[config.mk]
export PLATFORM = sky130hd
export DESIGN_NAME = mul_normalizer_pipe
export DESIGN_NICKNAME = d
export VERILOG_FILES = /design/src/rtl/mul_normalizer_pipe.sv
export SDC_FILE = /design/constraint.sdc
export NUM_CORES = 1
export LEC_CHECK = 0
export ABC_AREA = 1
export CAP_MARGIN = 30
export CORE_UTILIZATION = 50
export DETAILED_ROUTE_END_ITERATION = 10
export PLACE_DENSITY = 0.82
export RECOVER_POWER = 50
export SLEW_MARGIN = 5
export SYNTH_ARGS = -nofsm -noshare
export SYNTH_HDL_FRONTEND = slang
export SYNTH_SLANG_ARGS = --single-unit
[constraint.sdc]
create_clock -name clk -period 3 [get_ports clk]
set_input_delay 0.6 -clock clk [delete_from_list [all_inputs] [get_ports clk]]
set_output_delay 0.6 -clock clk [all_outputs]
set_load 0.005 [all_outputs]
[src/rtl/mul_normalizer_pipe.sv]
// Two-stage normaliser for PE multiplier products: S1 aligns the 1x/2x product, S2 rounds and
// resolves overflow/underflow/zero before packing {sign, exponent, mantissa} for the accumulator.
module mul_normalizer_pipe #(
  parameter int EXP_W    = 5,
  parameter int MAN_W    = 10,
  parameter int ROUND_EN = 1,
  parameter int TAG_W    = 4
) (
  input  logic                          clk,
  input  logic                          rst_n,
  input  logic                          in_valid,
  output logic                          in_ready,
  input  logic                          in_sign,
  input  logic signed [EXP_W+1:0]       in_exp,
  input  logic [2*(MAN_W+1)-1:0]        in_prod,
  input  logic [TAG_W-1:0]              in_tag,
  output logic                          out_valid,
  input  logic                          out_ready,
  output logic [EXP_W+MAN_W:0]          out_result,
  output logic [TAG_W-1:0]              out_tag,
  output logic                          out_ovf,
  output logic                          out_unf,
  output logic                          out_inexact
);

  localparam int PROD_W = 2 * (MAN_W + 1);
  localparam int EW     = EXP_W + 2;
  localparam int RES_W  = 1 + EXP_W + MAN_W;

  // S2 exponent carries one spare bit so the rounding increment cannot wrap
  localparam logic signed [EW:0] EXP_MAX  = (EW+1)'((1 << EXP_W) - 1);
  localparam logic signed [EW:0] EXP_ZERO = '0;

  logic                 s2_adv;
  logic                 s1_adv;

  logic                 s1_valid_q, s1_valid_d;
  logic                 s1_sign_q, s1_sign_d;
  logic signed [EW-1:0] s1_exp_q, s1_exp_d;
  logic [MAN_W-1:0]     s1_man_q, s1_man_d;
  logic                 s1_g_q, s1_g_d;
  logic                 s1_s_q, s1_s_d;
  logic                 s1_zero_q, s1_zero_d;
  logic [TAG_W-1:0]     s1_tag_q, s1_tag_d;

  logic                 s2_valid_q, s2_valid_d;
  logic [RES_W-1:0]     s2_result_q, s2_result_d;
  logic [TAG_W-1:0]     s2_tag_q, s2_tag_d;
  logic                 s2_ovf_q, s2_ovf_d;
  logic                 s2_unf_q, s2_unf_d;
  logic                 s2_inexact_q, s2_inexact_d;

  logic [MAN_W-1:0]     nrm_man;
  logic                 nrm_g;
  logic                 nrm_s;
  logic                 nrm_zero;
  logic signed [EW-1:0] nrm_exp;

  logic                 rnd_up;
  logic                 rnd_carry;
  logic [MAN_W-1:0]     rnd_man;
  logic signed [EW:0]   rnd_exp;

  always_comb begin
    s2_adv   = !s2_valid_q || out_ready;
    s1_adv   = !s1_valid_q || s2_adv;
    in_ready = s1_adv;
  end

  always_comb begin
    nrm_man  = '0;
    nrm_g    = 1'b0;
    nrm_s    = 1'b0;
    nrm_zero = 1'b0;
    nrm_exp  = in_exp;
    if (in_prod[PROD_W-1]) begin
      nrm_man = in_prod[PROD_W-2 -: MAN_W];
      nrm_g   = in_prod[PROD_W-2-MAN_W];
      nrm_s   = |in_prod[PROD_W-3-MAN_W:0];
      nrm_exp = in_exp + EW'(1);
    end else if (in_prod[PROD_W-2]) begin
      nrm_man = in_prod[PROD_W-3 -: MAN_W];
      nrm_g   = in_prod[PROD_W-3-MAN_W];
      nrm_s   = |in_prod[PROD_W-4-MAN_W:0];
    end else begin
      nrm_zero = 1'b1;
    end
  end

  always_comb begin
    s1_valid_d = s1_valid_q;
    s1_sign_d  = s1_sign_q;
    s1_exp_d   = s1_exp_q;
    s1_man_d   = s1_man_q;
    s1_g_d     = s1_g_q;
    s1_s_d     = s1_s_q;
    s1_zero_d  = s1_zero_q;
    s1_tag_d   = s1_tag_q;
    if (s1_adv) begin
      s1_valid_d = in_valid;
      if (in_valid) begin
        s1_sign_d = in_sign;
        s1_exp_d  = nrm_exp;
        s1_man_d  = nrm_man;
        s1_g_d    = nrm_g;
        s1_s_d    = nrm_s;
        s1_zero_d = nrm_zero;
        s1_tag_d  = in_tag;
      end
    end
  end

  always_comb begin
    rnd_up               = (ROUND_EN != 0) && s1_g_q && (s1_s_q || s1_man_q[0]);
    {rnd_carry, rnd_man} = {1'b0, s1_man_q} + {{MAN_W{1'b0}}, rnd_up};
    rnd_exp              = $signed({s1_exp_q[EW-1], s1_exp_q}) + $signed({{EW{1'b0}}, rnd_carry});
  end

  always_comb begin
    s2_valid_d   = s2_valid_q;
    s2_result_d  = s2_result_q;
    s2_tag_d     = s2_tag_q;
    s2_ovf_d     = s2_ovf_q;
    s2_unf_d     = s2_unf_q;
    s2_inexact_d = s2_inexact_q;
    if (s2_adv) begin
      s2_valid_d = s1_valid_q;
      if (s1_valid_q) begin
        s2_tag_d     = s1_tag_q;
        s2_ovf_d     = 1'b0;
        s2_unf_d     = 1'b0;
        s2_inexact_d = s1_g_q || s1_s_q;
        if (s1_zero_q) begin
          s2_result_d  = {s1_sign_q, {(EXP_W+MAN_W){1'b0}}};
          s2_inexact_d = 1'b0;
        end else if (rnd_exp >= EXP_MAX) begin
          s2_result_d  = {s1_sign_q, {EXP_W{1'b1}}, {MAN_W{1'b0}}};
          s2_ovf_d     = 1'b1;
          s2_inexact_d = 1'b1;
        end else if (rnd_exp <= EXP_ZERO) begin
          s2_result_d  = {s1_sign_q, {(EXP_W+MAN_W){1'b0}}};
          s2_unf_d     = 1'b1;
          s2_inexact_d = 1'b1;
        end else begin
          s2_result_d = {s1_sign_q, rnd_exp[EXP_W-1:0], rnd_man};
        end
      end
    end
  end

  always_ff @(posedge clk or negedge rst_n) begin
    if (!rst_n) begin
      s1_valid_q   <= 1'b0;
      s1_sign_q    <= 1'b0;
      s1_exp_q     <= '0;
      s1_man_q     <= '0;
      s1_g_q       <= 1'b0;
      s1_s_q       <= 1'b0;
      s1_zero_q    <= 1'b0;
      s1_tag_q     <= '0;
      s2_valid_q   <= 1'b0;
      s2_result_q  <= '0;
      s2_tag_q     <= '0;
      s2_ovf_q     <= 1'b0;
      s2_unf_q     <= 1'b0;
      s2_inexact_q <= 1'b0;
    end else begin
      s1_valid_q   <= s1_valid_d;
      s1_sign_q    <= s1_sign_d;
      s1_exp_q     <= s1_exp_d;
      s1_man_q     <= s1_man_d;
      s1_g_q       <= s1_g_d;
      s1_s_q       <= s1_s_d;
      s1_zero_q    <= s1_zero_d;
      s1_tag_q     <= s1_tag_d;
      s2_valid_q   <= s2_valid_d;
      s2_result_q  <= s2_result_d;
      s2_tag_q     <= s2_tag_d;
      s2_ovf_q     <= s2_ovf_d;
      s2_unf_q     <= s2_unf_d;
      s2_inexact_q <= s2_inexact_d;
    end
  end

  always_comb begin
    out_valid   = s2_valid_q;
    out_result  = s2_result_q;
    out_tag     = s2_tag_q;
    out_ovf     = s2_ovf_q;
    out_unf     = s2_unf_q;
    out_inexact = s2_inexact_q;
  end

endmodule

## After elaboration in Yosys (flattened, before gate mapping)

Index checks and enable logic that the tools add are counted.

| storage, ports and cells | value |
|---|---|
| register bits | 50 |
| input port bits | 38 |
| logic and storage cells | 50 |

| cells by class | value |
|---|---|
| add/subtract/negate cells | 3 |
| order comparisons | 2 |
| multiplexer cells | 20 |
| reduce and logical (&&, ||, !) cells | 11 |

Operators by type and width:

| cell | number |
|---|---|
| 15-bit 2-to-1 mux | 3 |
| 10-bit 2-to-1 mux | 2 |
| 1-bit 2-to-1 mux | 14 |
| 10-bit by 1-bit adder with 11-bit output | 1 |
| 10-bit OR reduction | 1 |
| 9-bit OR reduction | 1 |
| 7-bit by 2-bit adder with 8-bit output | 1 |
| 8-bit by 6-bit greater-or-equal comparator with 1-bit output (second input constant) | 1 |
| 8-bit by 1-bit less-or-equal comparator with 1-bit output (second input constant) | 1 |
| 7-bit by 2-bit adder with 7-bit output (second input constant) | 1 |
| 7-bit 2-to-1 mux | 1 |
| 1-bit logical OR | 4 |
| 2-bit AND reduction | 2 |
| 1-bit zero test | 2 |
| 1-bit logical AND | 1 |

## Longest topological paths before layout

Gate-level depths: netlist of the first run.

| depth | value |
|---|---|
| word-level depth | 8 |
| depth in mapped cells | 20 |
| depth with buffers taken out | 20 |

## Least setup slack after synthesis of the first run

Ideal clock, no wire load.

| timing path | value |
|---|---|
| kind | reg2reg |
| start | register s1_man_q[0] |
| end | register s2_result_q[9], in the netlist out_result[9] |
| setup time | 0.124 ns |
| arrival | 2.556 ns |
| required time | 2.876 ns |
| slack | 0.320 ns |
| stages on the path, launching flop included | 20 |
| clock period less this slack | 2.680 ns |
| cell sequence | dfrtp_1 > inv_1 > a21oi_1 > ha_1 > ha_1 > nand2_1 > nor2_1 > nand3_1 > nor2_1 > ha_1 > ha_1 > inv_1 > nand2_1 > a21oi_1 > nand2_1 > nor2_1 > nand3_1 > nand3_2 > buf_6 > o21bai_2 |

| between the ends | value |
|---|---|
| cells in the longest elaborated chain, start to end | 8 |
| elaborated cells between the ends (all ways) | 9 |
| classes of those cells | add/sub (2); order compare (2); mux (3); reduce/logical (2) |

RTL lines:

| item | line | RTL |
|---|---|---|
| start, declared | 40 | `logic [MAN_W-1:0] s1_man_q, s1_man_d;` |
| start signal, assigned | 171 | `s1_man_q <= s1_man_d;` |
| 1-bit logical OR | 114 | `rnd_up = (ROUND_EN != 0) && s1_g_q && (s1_s_q \|\| s1_man_q[0]);` |
| 1-bit logical AND | 114 |  |
| 10-bit by 1-bit adder with 11-bit output * | 115 | `{rnd_carry, rnd_man} = {1'b0, s1_man_q} + {{MAN_W{1'b0}}, rnd_up};` |
| 7-bit by 2-bit adder with 8-bit output | 116 | `rnd_exp = $signed({s1_exp_q[EW-1], s1_exp_q}) + $signed({{EW{1'b0}}, rnd_carry});` |
| 8-bit by 1-bit less-or-equal comparator with 1-bit output | 140 | `end else if (rnd_exp <= EXP_ZERO) begin` |
| 15-bit 2-to-1 mux | 140 |  |
| 15-bit 2-to-1 mux * | 136 | `end else if (rnd_exp >= EXP_MAX) begin` |
| 15-bit 2-to-1 mux * | 133 | `if (s1_zero_q) begin` |
| end signal, assigned | 177 | `s2_result_q <= s2_result_d;` |
| end, declared | 47 | `logic [RES_W-1:0] s2_result_q, s2_result_d;` |

Mark *: on every way between the ends. The rest lies on a longest branch, timed or not.
A chain may end at the register's enable or synchronous reset.

## Worst setup path after layout of the first run

Ends and elaborated chain as after synthesis.

==> results of run 1 <==
[metrics by stage]
stage,setup TNS [ns],power (W),cell area [um2],hold slack [ns],util (%)
finish,0,0.001905,3527,0.4529,69.06
CTS,0,0.001895,3480,0.2555,68.13
global placement,0,0.001467,3359,0.4641,65.78
global route,-0.2150,0.002036,3527,0.5155,69.06
detailed placement,0,0.001488,3379,0.4660,66.17
floorplan,0,0.001185,2659,0.3044,-
[synthesized netlist by cell type (4+ instances only)]
cell type / instances / area [um2]
ha_1: 5 / 62.56
nand3_2: 5 / 50.05
nand3_1: 15 / 75.07
o21ai_2: 9 / 78.83
o21ai_0: 33 / 165.2
nor2_1: 26 / 97.59
dfrtp_1: 50 / 1251
o22ai_1: 4 / 25.02
xor2_1: 7 / 61.31
inv_1: 46 / 172.7
clkbuf_1: 7 / 26.28
nand2_1: 101 / 379.1
a21oi_1: 8 / 40.04
[how the worst max path moves through the flow]
stage                                       start                         to  slack [ns]  cells after the start
after floorplan           s1_man_q[0]$_DFFE_PN0P_  out_result[9]$_DFFE_PN0P_        0.32                     19
after global placement    s1_man_q[0]$_DFFE_PN0P_  out_result[0]$_DFFE_PN0P_        0.19                     19
after detailed placement  s1_man_q[0]$_DFFE_PN0P_  out_result[1]$_DFFE_PN0P_        0.13                     19
after CTS                 s1_man_q[0]$_DFFE_PN0P_  out_result[1]$_DFFE_PN0P_         0.1                     19
after global routing      s1_man_q[0]$_DFFE_PN0P_  out_result[9]$_DFFE_PN0P_       -0.03                     19
final                     s1_man_q[0]$_DFFE_PN0P_  out_result[9]$_DFFE_PN0P_        0.19                     19
[critical path: cells and delay by family, from the launching register on]
family | cells | cell delay [ns]
flops | 1 | 0.36
fa+ha+maj | 4 | 0.85
simple gates | 9 | 0.89
buf+inv | 3 | 0.25
compound gates | 3 | 0.32
[routing by layer]
metal | vias to the layer above | wire [um] | global-route usage [%] | share of wire (%)
met2 | 74 | 2630 | 35.24 | 47
li1 | 1219 | - | - | -
met5 | - | 0 | 0 | 0
met3 | 8 | 266 | 3.882 | 4.8
met1 | 1058 | 2569 | 29.18 | 46
met4 | 0 | 82 | 5.451 | 1.5
[kinds of logic after synthesis]
family / after synthesis / synth area share, %
buf+inv: 56 / 8.283
fa+ha+maj: 5 / 2.353
flops: 50 / 47.06
xor+xnor: 8 / 2.635
compound gates: 64 / 14.45
simple gates: 157 / 25.22
[power by group through the flow]
stage | clock (W) | combinational, W | sequential, W
6_report | 0.000410 | 0.000603 | 0.000892
5_1_grt | 0.000441 | 0.000684 | 0.000910
4_1_cts | 0.000416 | 0.000592 | 0.000888
3_5_place_dp | 0 | 0.000587 | 0.000901
3_3_place_gp | 0 | 0.000571 | 0.000896
2_1_floorplan | 0 | 0.000289 | 0.000896
[cell type report]
| type | instances | area (um2) | share of cell area, % |
|---|---|---|---|
| Clock buffer | 6 | 82.58 | 2.341 |
| Timing Repair Buffer | 71 | 678.2 | 19.23 |
| Tap cell | 70 | 87.58 | 2.483 |
| Clock inverter | 2 | 17.52 | 0.4966 |
| Inverter | 46 | 172.7 | 4.895 |
| Sequential cell | 50 | 1251 | 35.47 |
| Multi-Input combinational cell | 235 | 1237 | 35.08 |
[state kept, by name (all words and copies together) (netlist names)]
| register | count |
|---|---|
| out_inexact | 1 |
| out_result | 16 |
| s1_man_q | 10 |
| s1_sign_q | 1 |
| s1_exp_q | 7 |
| s1_tag_q | 4 |
| out_valid | 1 |
| out_unf | 1 |
| s1_zero_q | 1 |
| out_ovf | 1 |
| s1_s_q | 1 |
| out_tag | 4 |
| s1_g_q | 1 |
| s1_valid_q | 1 |
[repair_timing]
item                       in CTS  in global routing
gates resized for setup         0                 13
setup endpoints to repair       0                 18
hold buffers                    0                  0
setup buffers                   0                  2
==> results.md, run 1 <==
- Status: finished, violations left
- Failing checks: capacitance limit, slew limit
- Vert. Die Dim: 74.92 um
- Total CTS buffers: 5
- Worst Skew: 0.009287 ns
- Max Fclk: 355.9 MHz
- Most frequent cells in the layout: 100 x nand2_1, 60 x clkdlybuf4s50_1, 50 x dfrtp_1
- Largest net degree at the start of global routing: 32
- Antenna cells: 0
- Synth cell types: 32
- FF-to-FF path depth: 19
- YS warnings: 0
- Most common cell after layout, fill and taps aside: nand2_1
- Longest Clk Path Bufs: 2
- CTS tree: done
- Final setup viols: 0
- Fin crit share: 93.67%
- Worst-Margin Slew: 1.518 ns
- Die W: 74.92 um
- Fill cells: 420
- RD Place Congestion: 0.9188
- Syn nets: 383
- R2r endpoint: out_result[9]$_DFFE_PN0P_
- Final min period: 2.810 ns
- Max stage delay on crit path: 0.36 ns
- Crit end category: flop
- Sw power: 0.0006049 W
- Core outline area: 0.005107 mm2
- Clock sink count: 50
- Clock Tree Root: clkbuf_8
- Final Net Count: 452
- Combinational power share: 31.6%
- Initial core utilization: 52.06%
- Slew Limit Fails: 32
- Min-Delay Path Class: in -> async
- Placement Setup Slack: 0.1261 ns
- Area delta synth->final: 32.66%
- DRT iter0 DRCs: 136
- Sw Share: 31.75%
- Syn avg cell area: 7.820 um2
- Number of synthesized flops with an enable pin: 0
- Finished Layout Cells: 480
- Final worst setup slack: 0.1900 ns
- Io pins: 63
- Rows: 26
- Initial antenna violation count: 0
- Die ar.: 0.005613 mm2
- Startpoint types: flop
- Path type of the worst setup path: reg -> reg
- R2R Setup Slk: 0.19 ns
- DP Cell Count: 469
- GR Overflow Total: 0
- Pwr/cell area: 540.1 mW/mm2
- Crit path cell chain: inv_1 > a21oi_1 > ha_2 > ha_4 > nand2_1 > nor2_2 > nand3_1 > nor2_1 > ha_2 > ha_2 > inv_2 > nand2_1 > a21oi_2 > nand2_1 > nor2_1 > nand3_1 > nand3_2 > buf_6 > o21bai_2
- VDD IR max: 0.2650 mV
- Drt wl/cell: 11.56 um
- DR DRC count: 0
- Worst Path Arrival: 3.00 ns
- First-pass GRT wire length: 9094 um
- Int Pwr: 0.001300 W
- Reg power frac: 46.8%
- Synth Register Bits: 50
- Worst skew pair latency: 0.30 ns
- Vias in the first global route: 2041
- Register area share after synthesis: 47.06%
- Vias: 2359
- IO Port Bufs: 62
- Vias/cell: 4.915
- CP max stage cell: dfrtp_1
- Global Route Usage Sum: 21.34%
- Antenna-violating nets left: 0
- Max_slew headroom: -1.176%
- Post-Route WL: 5549 um
- CP Max Fanout: 4
- Clock transition at path regs: 0.09 ns
- Max_cap viols: 1
- Pre-antenna DRT Iters: 5
- Clk pwr share: 21.5%
- H-tree lvl count: 2
- RR Startpoint: s1_man_q[0]$_DFFE_PN0P_
- Synth Flop Type: dfrtp_1
- Layout cells sized above 1: 10.00%
- Post-DP HPWL: 4161 um
- Leak pwr: 1.652 nW
- Synthesized area: 0.002659 mm2
- Final hold vios: 0
- Post-synthesis cell count: 340
- CP required: 3.19 ns
- Ys async rst share: 100.0%
(Power assumes the default switching activity.)
==> run 2, diff against run 1 <==
--- a/config.mk
+++ b/config.mk
@@ -7,9 +7,9 @@
 export LEC_CHECK = 0
 export ABC_AREA = 1
 export CAP_MARGIN = 30
-export CORE_UTILIZATION = 50
+export CORE_UTILIZATION = 45
 export DETAILED_ROUTE_END_ITERATION = 10
-export PLACE_DENSITY = 0.82
+export PLACE_DENSITY = 0.78
 export RECOVER_POWER = 50
 export SLEW_MARGIN = 5
 export SYNTH_ARGS = -nofsm -noshare
==> constraint.sdc (replaced) <==
create_clock -name clk -period 2.26 [get_ports clk]
set_input_delay 0.452 -clock clk [delete_from_list [all_inputs] [get_ports clk]]
set_output_delay 0.452 -clock clk [all_outputs]
set_load 0.005 [all_outputs]
==> results.md, run 2 (synthesis results as in run 1) <==
- Min-Delay Path Class: in -> async
- Fin crit share: 121.0% (+27 points)
- Vias in the first global route: 2389 (+17%)
- Worst Path Arrival: 2.93 ns (-0.07 ns)
- Longest Clk Path Bufs: 2 (unchanged)
- Post-DP HPWL: 4364 um (+4.9%)
- VDD IR max: 0.2966 mV (+12%)
- Vias/cell: 4.872 (-0.87%)
- Final hold vios: 0 (unchanged)
- CP Max Fanout: 5 (+1)
- CP delay by family, top: simple AND/OR/NAND/NOR gates
- Crit path cell chain: inv_2 > a21oi_2 > ha_2 > ha_4 > nand2_4 > nor2_4 > nand3_2 > nor2_2 > ha_2 > ha_4 > inv_1 > nand2_2 > nand2_2 > nor2_2 > nand3_2 > nand3_4 > nand2_4 > buf_6 > nand3_2 > nand2_2
- CP max stage cell: dfrtp_1
- Max stage delay on crit path: 0.36 ns (about the same)
- Rows: 27 (+3.8%)
- Final setup viols: 18 (+18)
- DR DRC count: 0 (unchanged)
- Hold Slack: 0.3884 ns (-0.06456 ns)
- Max Fclk: 365.6 MHz (+2.7%)
- CP bufs+invs: 3 (unchanged)
- PnR Total Power: 0.002647 W (+39%)
- Slew Limit Fails: 0 (-100%)
- Core outline area: 0.005608 mm2 (+9.8%)
- Clock sink count: 50 (unchanged)
- IO Port Bufs: 62 (unchanged)
- Pre-antenna DRT Iters: 4 (-1)
- Final Net Count: 478 (+5.8%)
- Global Route Usage Sum: 21.41% (+0.070 points)
- Crit end category: flop
- Max_cap viols: 0 (-1)
- Clock Tree Root: clkbuf_8
- Layout cells sized above 1: 22.07% (+12 points)
- Pwr/cell area: 678.2 mW/mm2 (+26%)
- Post-Route WL: 6247 um (+13%)
- Leak pwr: 1.808 nW (+9.5%)
- Largest net degree at the start of global routing: 35 (+9.4%)
- Final min period: 2.735 ns (-0.07492 ns)
- Initial core utilization: 47.41% (-4.6 points)
- Failing checks: setup timing
- Path type of the worst setup path: reg -> reg
- GR Overflow Total: 0 (unchanged)
- First-pass GRT wire length: 10540 um (+16%)
- RD Place Congestion: 0.8316 (-9.5%)
- Drt wl/cell: 12.32 um (+6.6%)
- Antenna-violating nets left: 0 (unchanged)
- Most frequent cells in the layout: 90 x nand2_1, 60 x clkdlybuf4s50_1, 50 x dfrtp_1
- Initial antenna violation count: 0 (unchanged)
- Largest register FFs: 16 (unchanged)
- Final worst setup slack: -0.4751 ns (-0.6651 ns)
- Worst-Margin Slew: 1.235 ns (-0.2831 ns)
- Startpoint types: flop
- Max_slew headroom: 17.70% (+19 points)
- Die ar.: 0.006220 mm2 (+11%)
- Antenna cells: 0 (unchanged)
- DP Cell Count: 491 (+4.7%)
- Worst Skew: 0.004061 ns (-0.005226 ns)
- Most common cell after layout, fill and taps aside: nand2_1
- Clock transition at path regs: 0.08 ns (about the same)
- Vert. Die Dim: 78.87 um (+5.3%)
- Area delta synth->final: 46.78%
- CTS tree: done
- DRT iter0 DRCs: 155 (+14%)
- Vias: 2470 (+4.7%)
- Status: finished, violations left
- Worst skew pair latency: 0.30 ns (about the same)
- Io pins: 63 (unchanged)
- RSZ-0062 raised after global routing: yes
- Total CTS buffers: 5 (unchanged)
- CTS Hold Bufs: 0 (unchanged)
- Die W: 78.87 um (+5.3%)
- CP required: 2.46 ns (-0.73 ns)
- H-tree lvl count: 2 (unchanged)
- Finished Layout Cells: 507 (+5.6%)
## run 2: path summary, 6_finish.rpt
kind,depth (start not counted),to,from,slack (ns)
max,20,out_result[8]$_DFFE_PN0P_,s1_man_q[0]$_DFFE_PN0P_,-0.48
max reg2reg,20,out_result[8]$_DFFE_PN0P_,s1_man_q[0]$_DFFE_PN0P_,-0.48
max in group asynchronous,2,out_valid$_DFFE_PN0P_,rst_n,0.60
min reg2reg,2,out_tag[2]$_DFFE_PN0P_,out_tag[2]$_DFFE_PN0P_,0.49
min,1,out_tag[2]$_DFFE_PN0P_,rst_n,0.39
min in group clk,2,out_tag[2]$_DFFE_PN0P_,out_tag[2]$_DFFE_PN0P_,0.49
## run 2: routing by layer
layer	share of wire [%]	up-vias	GRT usage, %
met3	3.9	12	3.333
met1	47	1112	28.34
met4	2.0	0	8.000
met2	47	71	35.48
li1	-	1275	-
met5	0	-	0
## run 2: worst register-to-register path, stage by stage, from the launching register on
cell     delay (ns)
dfrtp_1        0.36
inv_2          0.05
a21oi_2        0.13
ha_2           0.21
ha_4           0.15
nand2_4        0.05
nor2_4         0.10
nand3_2        0.10
nor2_2         0.15
ha_2           0.21
ha_4           0.16
inv_1          0.07
nand2_2        0.08
nand2_2        0.08
nor2_2         0.16
nand3_2        0.11
nand3_4        0.15
nand2_4        0.10
buf_6          0.13
nand3_2        0.06
nand2_2        0.05
## run 2: area by class of cell
class	count	area, um2
Sequential cell	50	1251
Tap cell	72	90.09
Multi-Input combinational cell	235	1393
Timing Repair Buffer	97	919.6
Inverter	46	172.7
Fill cell	444	1705
Clock buffer	7	76.32
## run 2: what timing repair did
item | CTS | global route
cloned | 1 | 0
pin swaps | 19 | 17
gates resized for setup | 16 | 23
setup buffers | 5 | 3
setup endpoints to repair | 18 | 18
## run 2: where the power goes
group	leakage [nW]	switching (W)	total [W]	internal (W)
combinational	1.14	0.000465	0.000988	0.000523
sequential	0.633	0.000115	0.00118	0.00107
clock	0.0383	0.000264	0.000477	0.000213
## run 2: through the flow
stage	TNS, ns	util [%]	area, um2	setup WS [ns]
2_1_floorplan	-4.567	-	2729	-0.2943
3_5_place_dp	-6.469	64.84	3636	-0.4366
4_1_cts	-5.075	68.09	3819	-0.3223
5_1_grt	-11.34	69.59	3902	-0.6885
6_report	-7.670	69.59	3902	-0.4751
3_3_place_gp	-5.036	64.84	3636	-0.3455
==> run 3, diff against run 2 <==
--- a/config.mk
+++ b/config.mk
@@ -11,7 +11,7 @@
 export DETAILED_ROUTE_END_ITERATION = 10
 export PLACE_DENSITY = 0.78
 export RECOVER_POWER = 50
-export SLEW_MARGIN = 5
+export SLEW_MARGIN = 10
 export SYNTH_ARGS = -nofsm -noshare
 export SYNTH_HDL_FRONTEND = slang
 export SYNTH_SLANG_ARGS = --single-unit
==> results of run 3 <==
Final layout, timing and power as in run 2 (identical DEF).
